### config.mk
export PLATFORM = sky130hd
export DESIGN_NAME = ram_rw_sp
export DESIGN_NICKNAME = d
export VERILOG_FILES = /design/src/rtl/ram_rw_sp.sv
export SDC_FILE = /design/constraint.sdc
export NUM_CORES = 1
export LEC_CHECK = 0
export BUFFER_PORTS_ARGS = -buffer_cell sky130_fd_sc_hd__buf_2
export CELL_PAD_IN_SITES_DETAIL_PLACEMENT = 1
export CELL_PAD_IN_SITES_GLOBAL_PLACEMENT = 2
export CORE_AREA = 2 2 123 125
export CTS_BUF_LIST = sky130_fd_sc_hd__clkbuf_8
export CTS_CLUSTER_SIZE = 28
export DETAILED_ROUTE_END_ITERATION = 8
export DIE_AREA = 0 0 125 127
export PLACE_DENSITY_LB_ADDON = 0.1
export RECOVER_POWER = 100
export SLEW_MARGIN = 20
export SYNTH_ARGS = -nofsm -noshare
export SYNTH_HDL_FRONTEND = slang
export SYNTH_SLANG_ARGS = --single-unit
### constraint.sdc
create_clock -name i_clk -period 2.43 [get_ports i_clk]
set_clock_uncertainty 0.15 [all_clocks]
set_input_delay 0.243 -clock i_clk [delete_from_list [all_inputs] [get_ports i_clk]]
set_output_delay 0.243 -clock i_clk [all_outputs]
set_load 0.01 [all_outputs]
### src/rtl/ram_rw_sp.sv
// Single-port synchronous RAM with registered read data, read-valid strobe and a
// hardware clear sequencer that zeroes every word after reset and on request.
module ram_rw_sp #(
  parameter int unsigned ADDR_WIDTH = 4,
  parameter int unsigned DATA_WIDTH = 8
) (
  input  logic                  i_clk,
  input  logic                  i_reset,
  input  logic                  i_req,
  input  logic                  i_we,
  input  logic [ADDR_WIDTH-1:0] i_addr,
  input  logic [DATA_WIDTH-1:0] i_din,
  input  logic                  i_clr,
  output logic [DATA_WIDTH-1:0] o_dout,
  output logic                  o_dout_valid,
  output logic                  o_busy
);

  localparam int unsigned DEPTH = 2 ** ADDR_WIDTH;

  typedef enum logic {StClear, StIdle} state_e;

  state_e                r_state, w_state_nxt;
  logic [ADDR_WIDTH-1:0] r_clr_ptr, w_clr_ptr_nxt;
  logic [DATA_WIDTH-1:0] r_dout, w_dout_nxt;
  logic                  r_dout_valid, w_dout_valid_nxt;
  logic [DATA_WIDTH-1:0] r_mem [DEPTH];

  logic                  w_mem_we;
  logic [ADDR_WIDTH-1:0] w_mem_addr;
  logic [DATA_WIDTH-1:0] w_mem_wdata;

  always_comb begin
    w_state_nxt      = r_state;
    w_clr_ptr_nxt    = r_clr_ptr;
    w_dout_nxt       = r_dout;
    w_dout_valid_nxt = 1'b0;
    w_mem_we         = 1'b0;
    w_mem_addr       = i_addr;
    w_mem_wdata      = i_din;
    unique case (r_state)
      StClear: begin
        // Client requests are ignored entirely while sweeping.
        w_mem_we    = 1'b1;
        w_mem_addr  = r_clr_ptr;
        w_mem_wdata = '0;
        if (r_clr_ptr == {ADDR_WIDTH{1'b1}}) begin
          w_state_nxt   = StIdle;
          w_clr_ptr_nxt = '0;
        end else begin
          w_clr_ptr_nxt = r_clr_ptr + 1'b1;
        end
      end
      StIdle: begin
        if (i_clr) begin
          w_state_nxt   = StClear;
          w_clr_ptr_nxt = '0;
        end else if (i_req && i_we) begin
          w_mem_we = 1'b1;
        end else if (i_req) begin
          w_dout_nxt       = r_mem[i_addr];
          w_dout_valid_nxt = 1'b1;
        end
      end
    endcase
  end

  always_ff @(posedge i_clk or posedge i_reset) begin
    if (i_reset) begin
      r_state      <= StClear;
      r_clr_ptr    <= '0;
      r_dout       <= '0;
      r_dout_valid <= 1'b0;
    end else begin
      r_state      <= w_state_nxt;
      r_clr_ptr    <= w_clr_ptr_nxt;
      r_dout       <= w_dout_nxt;
      r_dout_valid <= w_dout_valid_nxt;
    end
  end

  // Storage has no reset; only the clear sequencer zeroes it.
  always_ff @(posedge i_clk) begin
    if (w_mem_we) begin
      r_mem[w_mem_addr] <= w_mem_wdata;
    end
  end

  assign o_dout       = r_dout;
  assign o_dout_valid = r_dout_valid;
  assign o_busy       = (r_state == StClear);

endmodule

# After elaboration in Yosys (flattened, before gate mapping)
# Memory sizes are Yosys's and may differ from the RTL's. A register that Yosys moved wholly into a read port is not among the register bits.
# Cells that the tools add are included.
[word_totals] reg_bits=6 ramBits=128 input_bits=17 out_inout_bits=10 elab_cells=29 memories=1
[memory_table] memory="r_mem" words=16 word_bits=8 read_ports=1 rd_clocked_by_memory_dff=1 write_ports=1 line_no="27" source="logic [DATA_WIDTH-1:0] r_mem [DEPTH];"
[classes] add_sub_neg=1 eq_ne=2 n_mux=17 bitwise_logic=3 reduce_logical=2
[ops] operator="$mux 4" n=3
[ops] operator="$mux 1" n=10
[ops] operator="$mux 8" n=1
[ops] operator="$pmux 4 s2" n=1
[ops] operator="$add 4x1->4 const B" n=1
[ops] operator="$eq 4x4->1 const B" n=1
[ops] operator="$pmux 1 s2" n=2
[ops] operator="$reduce_and 4->1" n=1
[ops] operator="$not 1->1" n=3
[ops] operator="$ne 2x2->1 const B" n=1
[ops] operator="$logic_and 1x1->1" n=1

# Depth between registers and ports, before layout
# Gate-level depths: netlist (run 1).
[logic_depth] depth_word=6 ltp_mapped=7 mapped_depth_nobuf=5

# Worst setup path after synthesis (run 1)
# No wires, ideal clock.
[synth_path] path_kind="input-to-reg" start="in i_addr[0]" end="mem r_mem[1][0] (enable)" arrival_ns=1.477 t_required_ns=1.910 slack_ns=0.432 stages=5 n_path_buf=2 path_cell_list="buf_6 > buf_2 > inv_2 > o32a_1 > nor2_1"
[synth_between] elab_chain_len=1
[synth_lines] item="from (decl)" line_no="11" source="input logic [ADDR_WIDTH-1:0] i_addr,"
[synth_lines] item="$mux 4" line_no="41" source="unique case (r_state)"
[synth_lines] item="to (decl)" line_no="27"
# No other way between the ends.

# Final worst setup path (run 1)
[layout_path] start="reg r_state" end="mem r_mem[1][7] (enable)"
[layout_between] elab_chain_len=4 word_cells_on_any_way=5 cone_classes="mux: 4; bitwise: 1"
[layout_lines] item="from (decl)" line_no="23" source="state_e r_state, w_state_nxt;"
[layout_lines] item="from (signal assigned)" line_no="70" source="r_state <= StClear;"
[layout_lines] item="from (signal assigned)" line_no="75" source="r_state <= w_state_nxt;"
[layout_lines] item="$not 1->1"
[layout_lines] item="$pmux 1 s2" line_no="41"
[layout_lines] item="$mux 1" line_no="84" source="if (w_mem_we) begin"
[layout_lines] item="$mux 1 (not written as such)" line_no="85" source="r_mem[w_mem_addr] <= w_mem_wdata;"
# Several ways; a longest one is shown, not always the timed one.

==> results.py, run 1 <==
metrics = {
    "critical_path": {
        "cp.arrival_ns": 2.25,
        "worstSetupStartpointType": "flop",
        "regToRegSetupSlack_ns": 0.14,
        "setup.worst_path.end_class": "flop",
        "crit_fanout": 13,
        "worst_ep_required_time_ns": 2.40,
        "path_class": "reg -> reg",
        "worstSetupStartpoint": "r_state$_DFF_PP0_",
        "rr_startpoint": "r_state$_DFF_PP0_",
    },
    "routing": {
        "drtAntennaViolNets": 0,
        "vias": 2992,
        "drt-vias-per-instance": 5.362,
        "drt_pre_antenna_iters": 4,
        "first_iter_violations": 132,
        "routed_wirelength_um": 13430,
        "remaining_drc_errors": 0,
        "wl_per_cell_um": 24.06,
    },
    "cts": {
        "post-cts-setup-buffers": 0,
        "cts-resized-gates": 0,
        "cts_root_buf": "sky130_fd_sc_hd__clkbuf_8",
        "clk-insertion-delay-late_ns": 0.45,
        "ctsHtreeMaxLevel": 4,
        "cts.hold.buffers_added": 2,
        "cts_tree": "built",
        "clkSinkCount": 142,
        "cts.clk_slew.worst_paths_ns": 0.07,
        "clock_buffers_created_by_tritoncts": 17,
        "number_of_buffers_on_the_longest_clock_path": 2,
    },
    "grt": {
        "number_of_antenna_violations_at_the_first_check_in_global_routing": 0,
        "grt_first_pass_wirelength_um": 20660,
        "maximum_number_of_pins_on_one_net_before_global_route_repair": 22,
        "grt_use_total_pct": 18.25,
        "gr-total-overflow": 0,
        "grt_pass1_vias": 3251,
    },
    "finish": {
        "area.sequential_um2": 4194,
        "multi_input_comb_area_um2": 1366,
        "number_of_filler_cells_placed_in_the_layout": 1404,
        "finish.instance_area_um2": 6535,
        "layout-drive-gt1-share_pct": 26.47,
        "insertedDiodeCount": 0,
        "layout.nets": 379,
        "syn2layout_area_growth_pct": 14.97,
    },
    "sta": {
        "final-hold-violation-count": 0,
        "finalSetupTns_ns": 0,
        "fmaxAchievable_ghz": 0.4373,
        "slew_headroom_pct": 37.12,
        "finalSetupViolCount": 0,
        "rsz0062_at_grt": "no",
        "worstMarginPinSlew_ns": 0.9427,
        "timing_max_transition_violations_final": 0,
        "finalCritPeriodShare_pct": 94.11,
        "fin_crit_ns": 2.287,
    },
    "die": {
        "design.portCount": 27,
        "start_util_pct": 39.41,
        "row_count": 44,
        "full_die_area_um2": 15880,
        "floorplan.die.width_um": 125,
        "design.core.area_um2": 14420,
        "chipHeight_um": 127,
    },
    "synthesis": {
        "synth_most_common_cell": "sky130_fd_sc_hd__edfxtp_1",
        "synth-edff-count": 128,
        "yosysWarnings": 0,
        "ys_dominant_reg_cell": "sky130_fd_sc_hd__edfxtp_1",
        "post_synth_inst_count": 297,
        "synth_area_per_cell_um2": 19.14,
        "syn-num-nets": 315,
        "synth_async_sr_flop_share_pct": 9.859,
        "synth_sequential_area_ratio_pct": 73.78,
        "ys_types": 37,
        "synth_top_area_share_pct": 67.62,
        "synth_top_area_cell": "sky130_fd_sc_hd__edfxtp_1",
        "yosys-top-cells-count": "sky130_fd_sc_hd__edfxtp_1, sky130_fd_sc_hd__mux4_2, sky130_fd_sc_hd__nand2_1",
        "synth-seq-cells": 142,
        "yosys-top-cells-area": "sky130_fd_sc_hd__edfxtp_1, sky130_fd_sc_hd__mux4_2, sky130_fd_sc_hd__dfrtp_1",
        "mappedNetlistArea_um2": 5684,
    },
    "power_and_ir_drop": {
        "ir_drop_uv": 440.2,
        "power_density_nw_per_um2": 1019,
        "p_leak_nw": 2.306,
    },
    "placement": {
        "globalplace.congestion": 0.7331,
        "placed_area_um2": 6181,
        "io_buffers": 26,
        "detailedPlacementHpwl_um": 9012,
    },
    "worst_hold_path": {
        "hold_path.startpoint": "i_addr[3]",
        "worst_hold_path_type": "in -> reg",
    },
    "job": {
        "timing.max_cap.violations": 0,
    },
    "outcome": {
        "run_status": "completed",
    },
}
## where the power goes
| group | total (mW) | internal, mW | switching, mW |
|---|---|---|---|
| clock | 1.81 | 0.969 | 0.844 |
| sequential | 3.48 | 3.30 | 0.187 |
| combinational | 1.36 | 0.498 | 0.866 |
| total | 6.66 | 4.76 | 1.90 |
## through the flow
step	std cells	power, mW	utilization [%]	setup WS [ns]	hold WS, ns
after floorplan	297	4.268	-	0.4324	-0.01778
after global placement	524	4.924	42.85	0.1508	0.2017
after detailed placement	524	4.978	42.85	0.1290	0.1984
after CTS	558	6.804	45.65	0.05823	0.1243
after global routing	558	7.010	45.31	0.02056	0.1240
final	558	6.661	45.31	0.1432	0.1538
## metal layers
| metal | vias to the layer above | wire length (µm) | global-route usage (%) |
|---|---|---|---|
| met4 | 0 | 143 | 5.098 |
| met2 | 67 | 6658 | 29.54 |
| met3 | 11 | 557 | 5.109 |
| li1 | 1328 | - | - |
| met1 | 1586 | 6065 | 24.51 |
| met5 | - | 0 | 0 |
## final cells by class
type | count | share of cell area, %
flip-flops and latches | 142 | 64.18
multi-input cells | 134 | 20.91
repair buffers | 60 | 5.169
clock buffers | 20 | 4.212
well taps | 184 | 3.523
clock inverters | 12 | 1.666
inverters | 6 | 0.3446
## worst max-delay path, cell delays in order, from the launching register on
cell and delay [ns]:
sky130_fd_sc_hd__dfrtp_1 0.53, sky130_fd_sc_hd__buf_4 0.25, sky130_fd_sc_hd__inv_1 0.14, sky130_fd_sc_hd__o32a_1 0.44
sky130_fd_sc_hd__nor2_1 0.12, sky130_fd_sc_hd__clkbuf_2 0.30
## final timing paths
kind / end / depth (start not counted)
max in group asynchronous: o_dout[5]$_DFFE_PP0P_ / 3
setup reg to reg: r_mem[1][7]$_DFFE_PP_ / 5
min in group asynchronous: r_clr_ptr[3]$_DFFE_PP0P_ / 3
setup / recovery: r_mem[1][7]$_DFFE_PP_ / 5
hold reg to reg: o_dout[4]$_DFFE_PP0P_ / 2
hold / removal: o_dout[4]$_DFFE_PP0P_ / 3
## state kept, by name, summed over array words and instances (netlist names)
| register | cells |
|---|---|
| r_state | 1 |
| o_dout_valid | 1 |
| o_dout | 8 |
| r_clr_ptr | 4 |
| r_mem | 128 |
## cells by family after synthesis
family                   synth area share, %
XOR/XNOR                              0.1541
buffers and inverters                  2.223
flip-flops                             73.78
multiplexers                           14.75
AND/OR/NAND/NOR                        4.865
adder cells (fa/ha/maj)               0.2201
AO/OA/AOI/OAI                          4.006
## placed cells by master (no fill, tap or decap), types with 2 or more instances in the layout
cell type                       synthesis  final
sky130_fd_sc_hd__o22ai_1                3      3
sky130_fd_sc_hd__buf_4                  2     17
sky130_fd_sc_hd__a22o_1                 4      4
sky130_fd_sc_hd__bufinv_16              0      2
sky130_fd_sc_hd__and2_0                 0      8
sky130_fd_sc_hd__edfxtp_1             128    128
sky130_fd_sc_hd__dfrtp_1               14     14
sky130_fd_sc_hd__clkbuf_1               1     14
sky130_fd_sc_hd__clkinvlp_4             0      2
sky130_fd_sc_hd__inv_1                  5     10
sky130_fd_sc_hd__nor2_1                20     19
sky130_fd_sc_hd__mux4_2                25     25
sky130_fd_sc_hd__clkbuf_2               0     11
sky130_fd_sc_hd__o2bb2ai_1              3      3
sky130_fd_sc_hd__nor3_1                 3      3
sky130_fd_sc_hd__buf_2                  7     15
sky130_fd_sc_hd__nand2_1               25     25
sky130_fd_sc_hd__a22oi_1                4      4
sky130_fd_sc_hd__a21oi_1                3      3
sky130_fd_sc_hd__mux4_1                 7      7
sky130_fd_sc_hd__dlygate4sd3_1          0      2
sky130_fd_sc_hd__mux2i_1                8      8
sky130_fd_sc_hd__o311ai_0               4      4
sky130_fd_sc_hd__clkinv_2               0      3
sky130_fd_sc_hd__a221o_1                3      3
sky130_fd_sc_hd__clkbuf_8               0     20
sky130_fd_sc_hd__and3_1                 2      2
Power figures use the tool's default switching activity.
==> run 2: changes to the inputs <==
==> constraint.sdc (replaced) <==
create_clock -name i_clk -period 2.43 [get_ports i_clk]
set_clock_uncertainty 0.15 [all_clocks]
set_input_delay 0.243 -clock i_clk [delete_from_list [all_inputs] [get_ports i_clk]]
set_output_delay 0.243 -clock i_clk [all_outputs]
set_load 0.005 [all_outputs]
==> results.py, run 2 (same netlist as run 1, synthesis figures left out) <==
metrics = {
    "outcome": {
        "run_status": "completed",
    },
    "cts": {
        "cts-resized-gates": 0,
        "cts_tree": "built",
        "post-cts-setup-buffers": 0,
        "number_of_buffers_on_the_longest_clock_path": 2,
        "cts_root_buf": "sky130_fd_sc_hd__clkbuf_8",
        "clock_buffers_created_by_tritoncts": 17,
        "clkSinkCount": 142,
        "clk-insertion-delay-late_ns": 0.45,
        "ctsHtreeMaxLevel": 4,
        "cts.clk_slew.worst_paths_ns": 0.07,
    },
    "finish": {
        "largest_reg_flops": 128,
        "post-route-util_pct": 45.35,
        "layout-drive-gt1-share_pct": 27.81,
        "final_cell_mix": "sky130_fd_sc_hd__edfxtp_1, sky130_fd_sc_hd__mux4_2, sky130_fd_sc_hd__nand2_1",
        "insertedDiodeCount": 0,
        "largest_register_by_flop_count": "r_mem",
        "syn2layout_area_growth_pct": 15.08,
        "mostFrequentLayoutCell": "sky130_fd_sc_hd__edfxtp_1",
        "layout.nets": 379,
        "finish.instance_area_um2": 6541,
    },
    "routing": {
        "drtAntennaViolNets": 0,
        "drt-vias-per-instance": 5.357,
        "drt_pre_antenna_iters": 4,
        "remaining_drc_errors": 0,
        "vias": 2989,
        "first_iter_violations": 138,
        "routed_wirelength_um": 13400,
        "wl_per_cell_um": 24.01,
    },
    "placement": {
        "io_buffers": 26,
        "placed_area_um2": 6181,
        "globalplace.congestion": 0.7331,
        "detailedPlacementHpwl_um": 9012,
    },
    "critical_path": {
        "worstPathCellList": "buf_4, inv_1, o32a_1, nor2_1, clkbuf_2",
        "worstSetupStartpointType": "flop",
        "worst_ep_required_time_ns": 2.39,
        "regToRegSetupSlack_ns": 0.15,
        "path_class": "reg -> reg",
        "rr_startpoint": "r_state$_DFF_PP0_",
        "worst_path_dominant_cell_family": "buffers and inverters",
        "r2r_endpoint": "r_mem[1][7]$_DFFE_PP_",
        "setup.worst_path.end_class": "flop",
        "crit_path_max_incr_delay_ns": 0.53,
        "worstRegToRegCells": 5,
        "timing.critical_path.slowest_stage_cell": "sky130_fd_sc_hd__dfrtp_1",
        "crit_fanout": 13,
        "cp.arrival_ns": 2.25,
        "worstPathBufferInverterCount": 3,
    },
    "sta": {
        "slew_headroom_pct": 36.43,
        "finalSetupTns_ns": 0,
        "timing_max_transition_violations_final": 0,
        "finalSetupViolCount": 0,
        "finalCritPeriodShare_pct": 94.03,
        "worstMarginPinSlew_ns": 0.9530,
        "fin_crit_ns": 2.285,
        "rsz0062_at_grt": "no",
        "fmaxAchievable_ghz": 0.4377,
        "final-hold-violation-count": 0,
    },
    "die": {
        "design.portCount": 27,
        "full_die_area_um2": 15880,
        "row_count": 44,
        "floorplan.die.width_um": 125,
        "start_util_pct": 39.41,
        "design.core.area_um2": 14420,
        "chipHeight_um": 127,
    },
    "power_and_ir_drop": {
        "power_density_nw_per_um2": 1015,
        "power.total_mw": 6.642,
        "power.switching_mw": 1.871,
        "power.share.combinational_pct": 20.3,
        "p_seq_share_pct": 52.4,
        "ir_drop_uv": 439.9,
        "p_leak_nw": 2.323,
        "clkPwrFrac_pct": 27.3,
        "p_sw_share_pct": 28.17,
        "design_internal_power_mw": 4.771,
    },
    "grt": {
        "number_of_antenna_violations_at_the_first_check_in_global_routing": 0,
        "gr-total-overflow": 0,
        "grt_first_pass_wirelength_um": 20660,
        "maximum_number_of_pins_on_one_net_before_global_route_repair": 22,
        "grt_use_total_pct": 18.25,
        "grt_pass1_vias": 3251,
    },
    "worst_hold_path": {
        "min_delay_path_depth": 3,
        "hold_path.startpoint": "i_addr[3]",
        "worst_hold_path_type": "in -> reg",
        "worstHoldEndpoint": "o_dout[4]$_DFFE_PP0P_",
    },
    "job": {
        "timing.max_cap.violations": 0,
    },
}
## run 2: cell count changes in the layout (fill, tap and decap cells not counted), sizes merged
cell,delta
clkbuf,-6
buf,+6
## run 2: metal layers
layer  global-route usage [%]  wire [µm]  part of all wire, %  up-vias
met2                    29.54       6651                   50       78
met3                    5.109        701                  5.2       11
met4                    5.098        143                  1.1        0
met1                    24.51       5899                   44     1571
li1                         -          -                    -     1329
met5                        0          0                    0        -
## run 2: final cells by class
class                           instances  area (µm²)
Multi-Input combinational cell        134        1366
Tap cell                              184       230.2
Clock buffer                           20       275.3
Inverter                                6       22.52
Sequential cell                       142        4194
Clock inverter                         12       108.9
Fill cell                            1403        7883
Timing Repair Buffer                   60       344.1
## run 2: what timing repair did
action                                  CTS  global route
hold buffers                              2             0
hold endpoints to repair                 19             0
endpoints found under the setup margin    0             0
## run 2: worst min-delay path, cell delays in order
cell and delay, ns:
sky130_fd_sc_hd__buf_2 0.13, sky130_fd_sc_hd__buf_4 0.18, sky130_fd_sc_hd__o311ai_0 0.14
## run 2: worst max path at each step
| stage | from | end | slack, ns | cells after the start |
|---|---|---|---|---|
| floorplan | i_addr[0] | r_mem[1][0]$_DFFE_PP_ | 0.43 | 5 |
| global placement | i_addr[0] | o_dout[3]$_DFFE_PP0P_ | 0.15 | 5 |
| detailed placement | r_state$_DFF_PP0_ | r_mem[4][7]$_DFFE_PP_ | 0.13 | 3 |
| CTS | i_clr | r_mem[4][7]$_DFFE_PP_ | 0.06 | 6 |
| global route | i_clr | r_mem[10][3]$_DFFE_PP_ | 0.02 | 6 |
| finish | r_state$_DFF_PP0_ | r_mem[1][7]$_DFFE_PP_ | 0.15 | 5 |
## run 2: stage by stage
stage          std cells  setup WS, ns  hold WS [ns]
2_1_floorplan        297        0.4324      -0.01778
3_3_place_gp         524        0.1508        0.2017
3_5_place_dp         524        0.1290        0.1984
4_1_cts              558       0.05823        0.1243
5_1_grt              558       0.02056        0.1240
6_report             558        0.1451        0.1539
## run 2: power groups by stage
stage | combinational, mW | sequential (mW) | clock (mW)
2_1_floorplan | 0.797 | 3.45 | 0
5_1_grt | 1.50 | 3.53 | 1.97
4_1_cts | 1.43 | 3.49 | 1.87
6_report | 1.35 | 3.48 | 1.81
3_3_place_gp | 1.39 | 3.51 | 0
3_5_place_dp | 1.42 | 3.54 | 0
